**src/rtl/pc_sequencer.sv**
```systemverilog
// pc_sequencer: registered next-PC sequencer with a hardware return-address stack.
// Evaluates one control op (JMP, BEQ, BNE, CALL, RET, HALT, NOP) per accepted
// handshake and presents the resulting PC to fetch one cycle later.
// Optional macro PCSEQ_TRAP_EN: a stack fault vectors to TRAP_VECTOR through a
// one-cycle TRAP state; without it a fault acts as NOP and only sets err.
module pc_sequencer #(
    parameter int              PC_W         = 19,
    parameter int              DEPTH        = 16,
    parameter int              SP_W         = $clog2(DEPTH) + 1,
    parameter logic [PC_W-1:0] RESET_VECTOR = '0,
    parameter logic [PC_W-1:0] TRAP_VECTOR  = PC_W'(8)
) (
    input  logic            clk,
    input  logic            rst,
    input  logic            op_valid,
    output logic            op_ready,
    input  logic [3:0]      ctrl_op,
    input  logic [PC_W-1:0] addr,
    input  logic [PC_W-1:0] r1,
    input  logic [PC_W-1:0] r2,
    input  logic            fetch_ready,
    output logic [PC_W-1:0] pc,
    output logic            pc_valid,
    output logic [SP_W-1:0] sp,
    output logic            stk_full,
    output logic            stk_empty,
    output logic            err,
    output logic            halted
);

    localparam int IDX_W = SP_W - 1;

    localparam logic [3:0] OP_JMP  = 4'b0000;
    localparam logic [3:0] OP_BEQ  = 4'b0001;
    localparam logic [3:0] OP_BNE  = 4'b0010;
    localparam logic [3:0] OP_CALL = 4'b0011;
    localparam logic [3:0] OP_RET  = 4'b0100;
    localparam logic [3:0] OP_HALT = 4'b0101;

    typedef enum logic [1:0] {S_BOOT, S_RUN, S_HALT, S_TRAP} state_t;

    state_t            state_q, state_d;
    logic [PC_W-1:0]   pc_q, pc_d;
    logic [SP_W-1:0]   sp_q, sp_d;
    logic              err_q, err_d;
    logic              pc_valid_q, run_q, halted_q;
    logic [PC_W-1:0]   stack_q [DEPTH];

    logic              accept;
    logic              push;
    logic              fault;
    logic              full, empty;
    logic [PC_W-1:0]   pc_inc;
    logic [IDX_W-1:0]  wr_idx, rd_idx;

    // run_q is the registered "state is RUN" flag, so op_ready only adds fetch_ready
    assign op_ready  = run_q && fetch_ready;
    assign accept    = op_valid && op_ready;
    assign full      = (sp_q == SP_W'(DEPTH));
    assign empty     = (sp_q == '0);
    assign pc_inc    = pc_q + PC_W'(1);
    assign wr_idx    = sp_q[IDX_W-1:0];
    assign rd_idx    = wr_idx - IDX_W'(1);

    assign pc        = pc_q;
    assign pc_valid  = pc_valid_q;
    assign sp        = sp_q;
    assign stk_full  = full;
    assign stk_empty = empty;
    assign err       = err_q;
    assign halted    = halted_q;

    // Next-state decode: one op evaluated per accepted handshake, everything holds otherwise
    always_comb begin
        state_d = state_q;
        pc_d    = pc_q;
        sp_d    = sp_q;
        err_d   = err_q;
        push    = 1'b0;
        fault   = 1'b0;
        unique case (state_q)
            S_BOOT: state_d = S_RUN;
            S_RUN: begin
                if (accept) begin
                    case (ctrl_op)
                        OP_JMP:  pc_d = addr;
                        OP_BEQ:  pc_d = (r1 == r2) ? addr : pc_inc;
                        OP_BNE:  pc_d = (r1 != r2) ? addr : pc_inc;
                        OP_CALL: begin
                            if (full) begin
                                fault = 1'b1;
                            end else begin
                                push = 1'b1;
                                sp_d = sp_q + SP_W'(1);
                                pc_d = addr;
                            end
                        end
                        OP_RET: begin
                            if (empty) begin
                                fault = 1'b1;
                            end else begin
                                sp_d = sp_q - SP_W'(1);
                                pc_d = stack_q[rd_idx];
                            end
                        end
                        OP_HALT: state_d = S_HALT;
                        default: pc_d = pc_inc;
                    endcase
                    if (fault) begin
                        err_d = 1'b1;
`ifdef PCSEQ_TRAP_EN
                        pc_d    = TRAP_VECTOR;
                        state_d = S_TRAP;
`else
                        pc_d    = pc_inc;
`endif
                    end
                end
            end
            S_HALT: state_d = S_HALT;
            // TRAP re-asserts the vector and blocks ops for exactly one cycle
            S_TRAP: begin
                pc_d    = TRAP_VECTOR;
                state_d = S_RUN;
            end
            default: state_d = S_BOOT;
        endcase
    end

    // Control state and registered status outputs; reset wins over any op
    always_ff @(posedge clk) begin
        if (rst) begin
            state_q    <= S_BOOT;
            pc_q       <= RESET_VECTOR;
            sp_q       <= '0;
            err_q      <= 1'b0;
            pc_valid_q <= 1'b0;
            run_q      <= 1'b0;
            halted_q   <= 1'b0;
        end else begin
            state_q    <= state_d;
            pc_q       <= pc_d;
            sp_q       <= sp_d;
            err_q      <= err_d;
            pc_valid_q <= (state_d == S_RUN) || (state_d == S_HALT);
            run_q      <= (state_d == S_RUN);
            halted_q   <= (state_d == S_HALT);
        end
    end

    // Return-address storage: written only by a non-faulting CALL, contents not reset
    always_ff @(posedge clk) begin
        if (push && !rst) begin
            stack_q[wr_idx] <= pc_inc;
        end
    end

endmodule

```
**config.mk**
```make
export PLATFORM = sky130hd
export DESIGN_NAME = pc_sequencer
export DESIGN_NICKNAME = d
export VERILOG_FILES = /design/src/rtl/pc_sequencer.sv
export SDC_FILE = /design/constraint.sdc
export NUM_CORES = 1
export LEC_CHECK = 0
export ABC_AREA = 1
export CAP_MARGIN = 10
export CELL_PAD_IN_SITES_DETAIL_PLACEMENT = 0
export CELL_PAD_IN_SITES_GLOBAL_PLACEMENT = 1
export CORE_AREA = 10 10 163 241
export CTS_CLUSTER_DIAMETER = 100
export DETAILED_ROUTE_END_ITERATION = 10
export DIE_AREA = 0 0 173 251
export PLACE_DENSITY_LB_ADDON = 0.05
export SYNTH_ARGS = -nofsm -noshare
export SYNTH_HDL_FRONTEND = slang
export SYNTH_SLANG_ARGS = --single-unit
```
**constraint.sdc**
```tcl
create_clock -name clk -period 4.6 [get_ports clk]
set_clock_uncertainty 0.15 [all_clocks]
set_input_delay 0.92 -clock clk [delete_from_list [all_inputs] [get_ports clk]]
set_output_delay 0.92 -clock clk [all_outputs]
set_load 0.01 [all_outputs]
```
# Word-level counts from Yosys, hierarchy flattened

Memories as Yosys holds them, arrays and structs flattened.
Index checks and enable logic that the tools add are counted.

Bits in registers: 30
Bits in latches: 0
RAM bits: 304
ROM bits: 0
Bits of input ports: 65
Memories: 1

Memory list:

| memory  | words | width | rd ports | clocked after memory_dff | wr ports | line | source |
|---|---|---|---|---|---|---|---|
| stack_q | 16    | 19    | 1        | 0                        | 1        | 47   | `logic [PC_W-1:0] stack_q [DEPTH];` |

$add $sub $neg: 4
Multipliers: 0
Divide/modulo/power cells: 0
Order comparisons: 0
Equality and inequality tests: 19
Shifts and indexed selects: 0
Multiplexer cells: 25
Bitwise logic cells: 0
Reduce and logical (&&, ||, !) cells: 14

Operators with widths:

| operator                                                           | count |
|---|---|
| 19-bit two-way mux                                                 | 6 |
| 19-bit case mux with 6 select lines                                | 1 |
| 19-bit case mux with 2 select lines                                | 1 |
| 19-bit by 1-bit adder with 19-bit output, second input constant    | 1 |
| 19-bit == test                                                     | 1 |
| 19-bit != test                                                     | 1 |
| 1-bit two-way mux                                                  | 10 |
| 5-bit two-way mux                                                  | 2 |
| 5-bit case mux with 2 select lines                                 | 1 |
| 5-bit AND reduction                                                | 2 |
| 4-bit by 2-bit == test with 1-bit output, second input constant    | 2 |
| 4-bit by 3-bit == test with 1-bit output, second input constant    | 2 |
| 4-bit != test, second input constant                               | 2 |
| 2-bit == test, second input constant                               | 3 |
| 2-bit != test, second input constant                               | 3 |
| 2-bit case mux with 3 select lines                                 | 1 |
| 5-bit by 1-bit adder with 5-bit output, second input constant      | 1 |
| 5-bit == test, second input constant                               | 1 |
| 5-bit logical NOT                                                  | 1 |
| 5-bit by 1-bit subtractor with 5-bit output, second input constant | 1 |
| 2-bit by 1-bit == test with 1-bit output, second input constant    | 2 |
| 4-bit by 1-bit == test with 1-bit output, second input constant    | 1 |
| 4-bit logical NOT                                                  | 1 |
| 2-bit two-way mux                                                  | 2 |
| 10 further kinds                                                   | 13 |

# Logic depth before layout (Yosys ltp)

Depth in word-level cells: 8
Mapped depth: 18

# Worst setup path after synthesis

Ideal clock, no wire load.

Path type: register -> register
Start: register sp_q[0], in the netlist sp[0]
End: memory stack_q[0][0] (enable)
Setup time: 395 ps
Data arrival time: 2,814 ps
Path slack: 1,241 ps
Cell stages (with the launch flop): 10
Buffers on the path: 3
Path through: dfxtp_1 > buf_2 > inv_2 > buf_2 > buf_2 > ha_1 > and3_1 > nor3_1 > nand2_1 > nor2_1

Cells in the longest elaborated chain, start to end: 8

RTL lines:

| item                                    | line | source |
|---|---|---|
| start: declaration                      | 44   | `logic [SP_W-1:0] sp_q, sp_d;` |
| start signal: assignment                | 143  | `sp_q <= sp_d;` |
| 5-bit == test                           | 59   | `assign full = (sp_q == SP_W'(DEPTH));` |
| named net stk_full                      | 25   | `output logic stk_full,` |
| 1-bit two-way mux                       | 90   | `if (full) begin` |
| 1-bit two-way mux                       | 85   | `case (ctrl_op)` |
| 1-bit two-way mux                       | 84   | `if (accept) begin` |
| 1-bit two-way mux                       | 81   | `unique case (state_q)` |
| 1-bit logical AND                       | 153  | `if (push && !rst) begin` |
| 1-bit two-way mux                       | 153  |  |
| 1-bit two-way mux (implied by the code) | 154  | `stack_q[wr_idx] <= pc_inc;` |
| end: declaration                        | 47   |  |

The timed path passes the listed nets, and every way through them passes these cells.

# Final worst setup path

Start: register sp_q[1], in the netlist sp[1]
End: output port stk_empty

Cells in the longest elaborated chain, start to end: 1

RTL lines:

| item              | line | source |
|---|---|---|
| 5-bit logical NOT | 60   | `assign empty = (sp_q == '0);` |
| end: declaration  | 26   | `output logic stk_empty,` |

Every way passes these cells.

==> key figures <==
Setup path
  • Startpoint types: flip-flop
  • Critical Path AT: 2.19 ns
  • CP max-delay cell: clkdlybuf4s50_1
  • Required time worst endpoint: 3.53 ns
  • CP Buf/Inv Count: 3
  • Largest stage delay, worst path: 0.59 ns
  • WS Path Type: reg2out
  • Critical path fanouts, max: 6
  • Critical path cell sequence: inv_1 > ha_2 > inv_1 > nor3_1 > clkdlybuf4s50_1
  • Delay-heaviest family, CP: buffers and inverters
  • CP Capture Type: output pin
  • Most used cell, CP: inv_1

STA
  • Hold WS: 0.332 ns
  • Setup violations, final: 0
  • Max Slew Vio Count: 0
  • Final Hold Fails: 0
  • Worst slew pin tran: 0.974 ns
  • Fin Setup TNS: 0 ns
  • Max Fclk: 0.306 GHz
  • Period utilisation layout: 71.0%
  • Rel. slew slack: 35.0%
  • RSZ-0062 raised after global routing: no
  • Minimum clock period: 3.26 ns

CTS
  • Clk slew on worst S/H paths: 0.06 ns
  • CTS Root Cell: clkbuf_16
  • Clock Tree Buf Depth: 3
  • Num CTS Buffers: 34
  • Postcts setup bufs: 0
  • Hold-fix buffers, CTS: 0
  • Worst-Skew Late Latency: 0.52 ns
  • CTS tree: built
  • CTS H-tree lvls: 2
  • Post-cts sizing count: 0
  • Number of clock sinks: 334

Global routing
  • Vias in the first global route: 11245
  • Largest net degree at the start of global routing: 158
  • Grt total ovfl: 0
  • Initial antenna violation count: 0
  • GRT Total Usage: 18.7%
  • First-pass GRT wire length: 64100 um

Yosys
  • Ys flop type: edfxtp_1
  • Area contributors post-synth: edfxtp_1 59%, nand2_1 14%, nand3_1 10%
  • Syn Area/Cell: 9.58 sq um
  • Synth top area share: 58.9%
  • Mapped Area: 0.0155 sq mm
  • Simple-gate share of the synthesized area: 27.1%
  • Area leader, netlist: edfxtp_1
  • Cell count after synthesis: 1617
  • Async SR Flop Fraction: 0%
  • Largest family of logic cells by synthesized area: simple AND/OR/NAND/NOR gates
  • Synth Register Bits: 334
  • Yosys warning count: 0
  • Netlist cell types: 40
  • Most frequent cell after synthesis: nand2_1
  • Syn nets: 1697
  • Sequential area share after synthesis: 62.8%
  • Top cells by instance count after synthesis: 570 x nand2_1, 320 x nand3_1, 304 x edfxtp_1
  • Synth Area in Compound Gates: 2.79%
  • Synth Area in Adders: 1.26%
  • Multiplexer share of the synthesized area: 0%
  • EDFF count, synth: 304
  • Post-Synth XOR/XNOR Area: 0.678%

Floorplan
  • FP Rows: 84
  • Die Ht: 251 um
  • Starting Density: 44.4%
  • Die width: 173 um
  • Core area: 0.0349 sq mm
  • Die footprint: 0.0434 sq mm
  • I/O pin count: 95

Drt
  • WL/cell: 18.8 um
  • Via count: 11383
  • Post-DRT Antenna Nets: 0
  • WL final: 41400 um
  • DRC viols: 0
  • TritonRoute pass-1 iters: 5
  • Vias per cell: 5.18
  • Initial DRC Count: 770

Cells and area
  • Layout cell share with drive strength beyond 1: 7.30%
  • Fin util: 51.9%
  • Post-route cell area: 0.0181 sq mm
  • Antenna fix cells: 0
  • Fin cells: 2198
  • Syn-to-layout area delta: 16.8%
  • Nets: 1781

Placed design
  • Placed cells: 2138
  • Placed Area: 0.0170 sq mm
  • Port Buffer Count: 94
  • GP Congestion: 0.787
  • Post-DP HPWL: 26100 um

Hold path
  • Hold Path Class: reg2reg

Run status
  • Status: completed

Pwr
  • Pwr Density: 358 mW/mm^2
  • Leak: 7.21 nW
  • Max VDD drop: 0.000337 V

Job
  • Max_cap viols: 0
[power breakdown]
group / leakage, nW / switching, mW / internal [mW] / total [mW]
logic: 3.10 / 0.247 / 0.158 / 0.405
clock network: 0.536 / 1.13 / 1.62 / 2.75
registers: 3.58 / 0.0192 / 3.31 / 3.33
total: 7.21 / 1.39 / 5.09 / 6.48
[stage by stage]
step | total power, mW | setup WS [ns]
6_report | 6.48 | 1.34
5_1_grt | 6.72 | 1.13
4_1_cts | 6.55 | 1.29
3_5_place_dp | 3.81 | 0.839
3_3_place_gp | 3.80 | 0.890
2_1_floorplan | 3.63 | 1.24
[cell usage in the layout, fill, tap and decap left out, types with 2 or more instances in the layout]
cell type,n
nand3_1,320
clkinv_2,6
edfxtp_1,304
clkbuf_1,5
o211ai_1,8
a21oi_2,9
a22oi_1,2
nor2_2,18
nor3_1,10
clkinv_1,8
a22o_1,2
inv_6,2
o21ai_0,7
or2_2,2
buf_4,27
a21oi_1,38
buf_12,4
bufinv_16,4
xor2_1,4
nand4_1,10
ha_1,13
clkbuf_16,35
xor2_2,2
clkinvlp_4,2
nor2_4,2
clkdlybuf4s50_1,94
xnor2_1,5
nor2_1,48
inv_1,117
inv_2,3
dfxtp_1,29
nand2_1,570
[metal layers]
metal	vias up	global-route usage (%)	part of all wire [%]
met5	-	0	0
met4	0	5.31	2.0
met3	52	3.08	5.2
met2	286	33.4	51
met1	5425	22.9	42
li1	5620	-	-
[final cells by class]
class	instances	area (sq um)
Tap cell	473	592
Multi-Input combinational cell	1083	5000
Timing Repair Buffer	125	1220
Clock inverter	20	205
Fill cell	3278	16800
Clock buffer	40	895
Inverter	123	464
Sequential cell	334	9730
[kinds of logic after synthesis]
family,Yosys count
buffers and inverters,200
flip-flops,334
XOR/XNOR,12
AO/OA/AOI/OAI,70
AND/OR/NAND/NOR,986
adder cells (fa/ha/maj),15
[sequential cells by signal (all words and copies together) (netlist names)]
register,flops
pc,19
err,1
run_q,1
sp,5
halted,1
stack_q,304
state_q,2
pc_valid,1
[worst min-delay path, delay by kind of cell, from the launching register on]
family           cells  cell delay (ns)
AND/OR/NAND/NOR      1             0.07
flip-flops           1             0.33
AO/OA/AOI/OAI        1             0.04
[worst paths after layout]
path | startpoint | to | slack [ns] | depth (start not counted)
max | sp[1] | stk_empty | 1.34 | 5
min | err | err | 0.33 | 2
max reg2reg | sp[1] | pc[9] | 1.70 | 12
min reg2reg | err | err | 0.33 | 2
No activity file was read; power rests on OpenSTA's default activity.
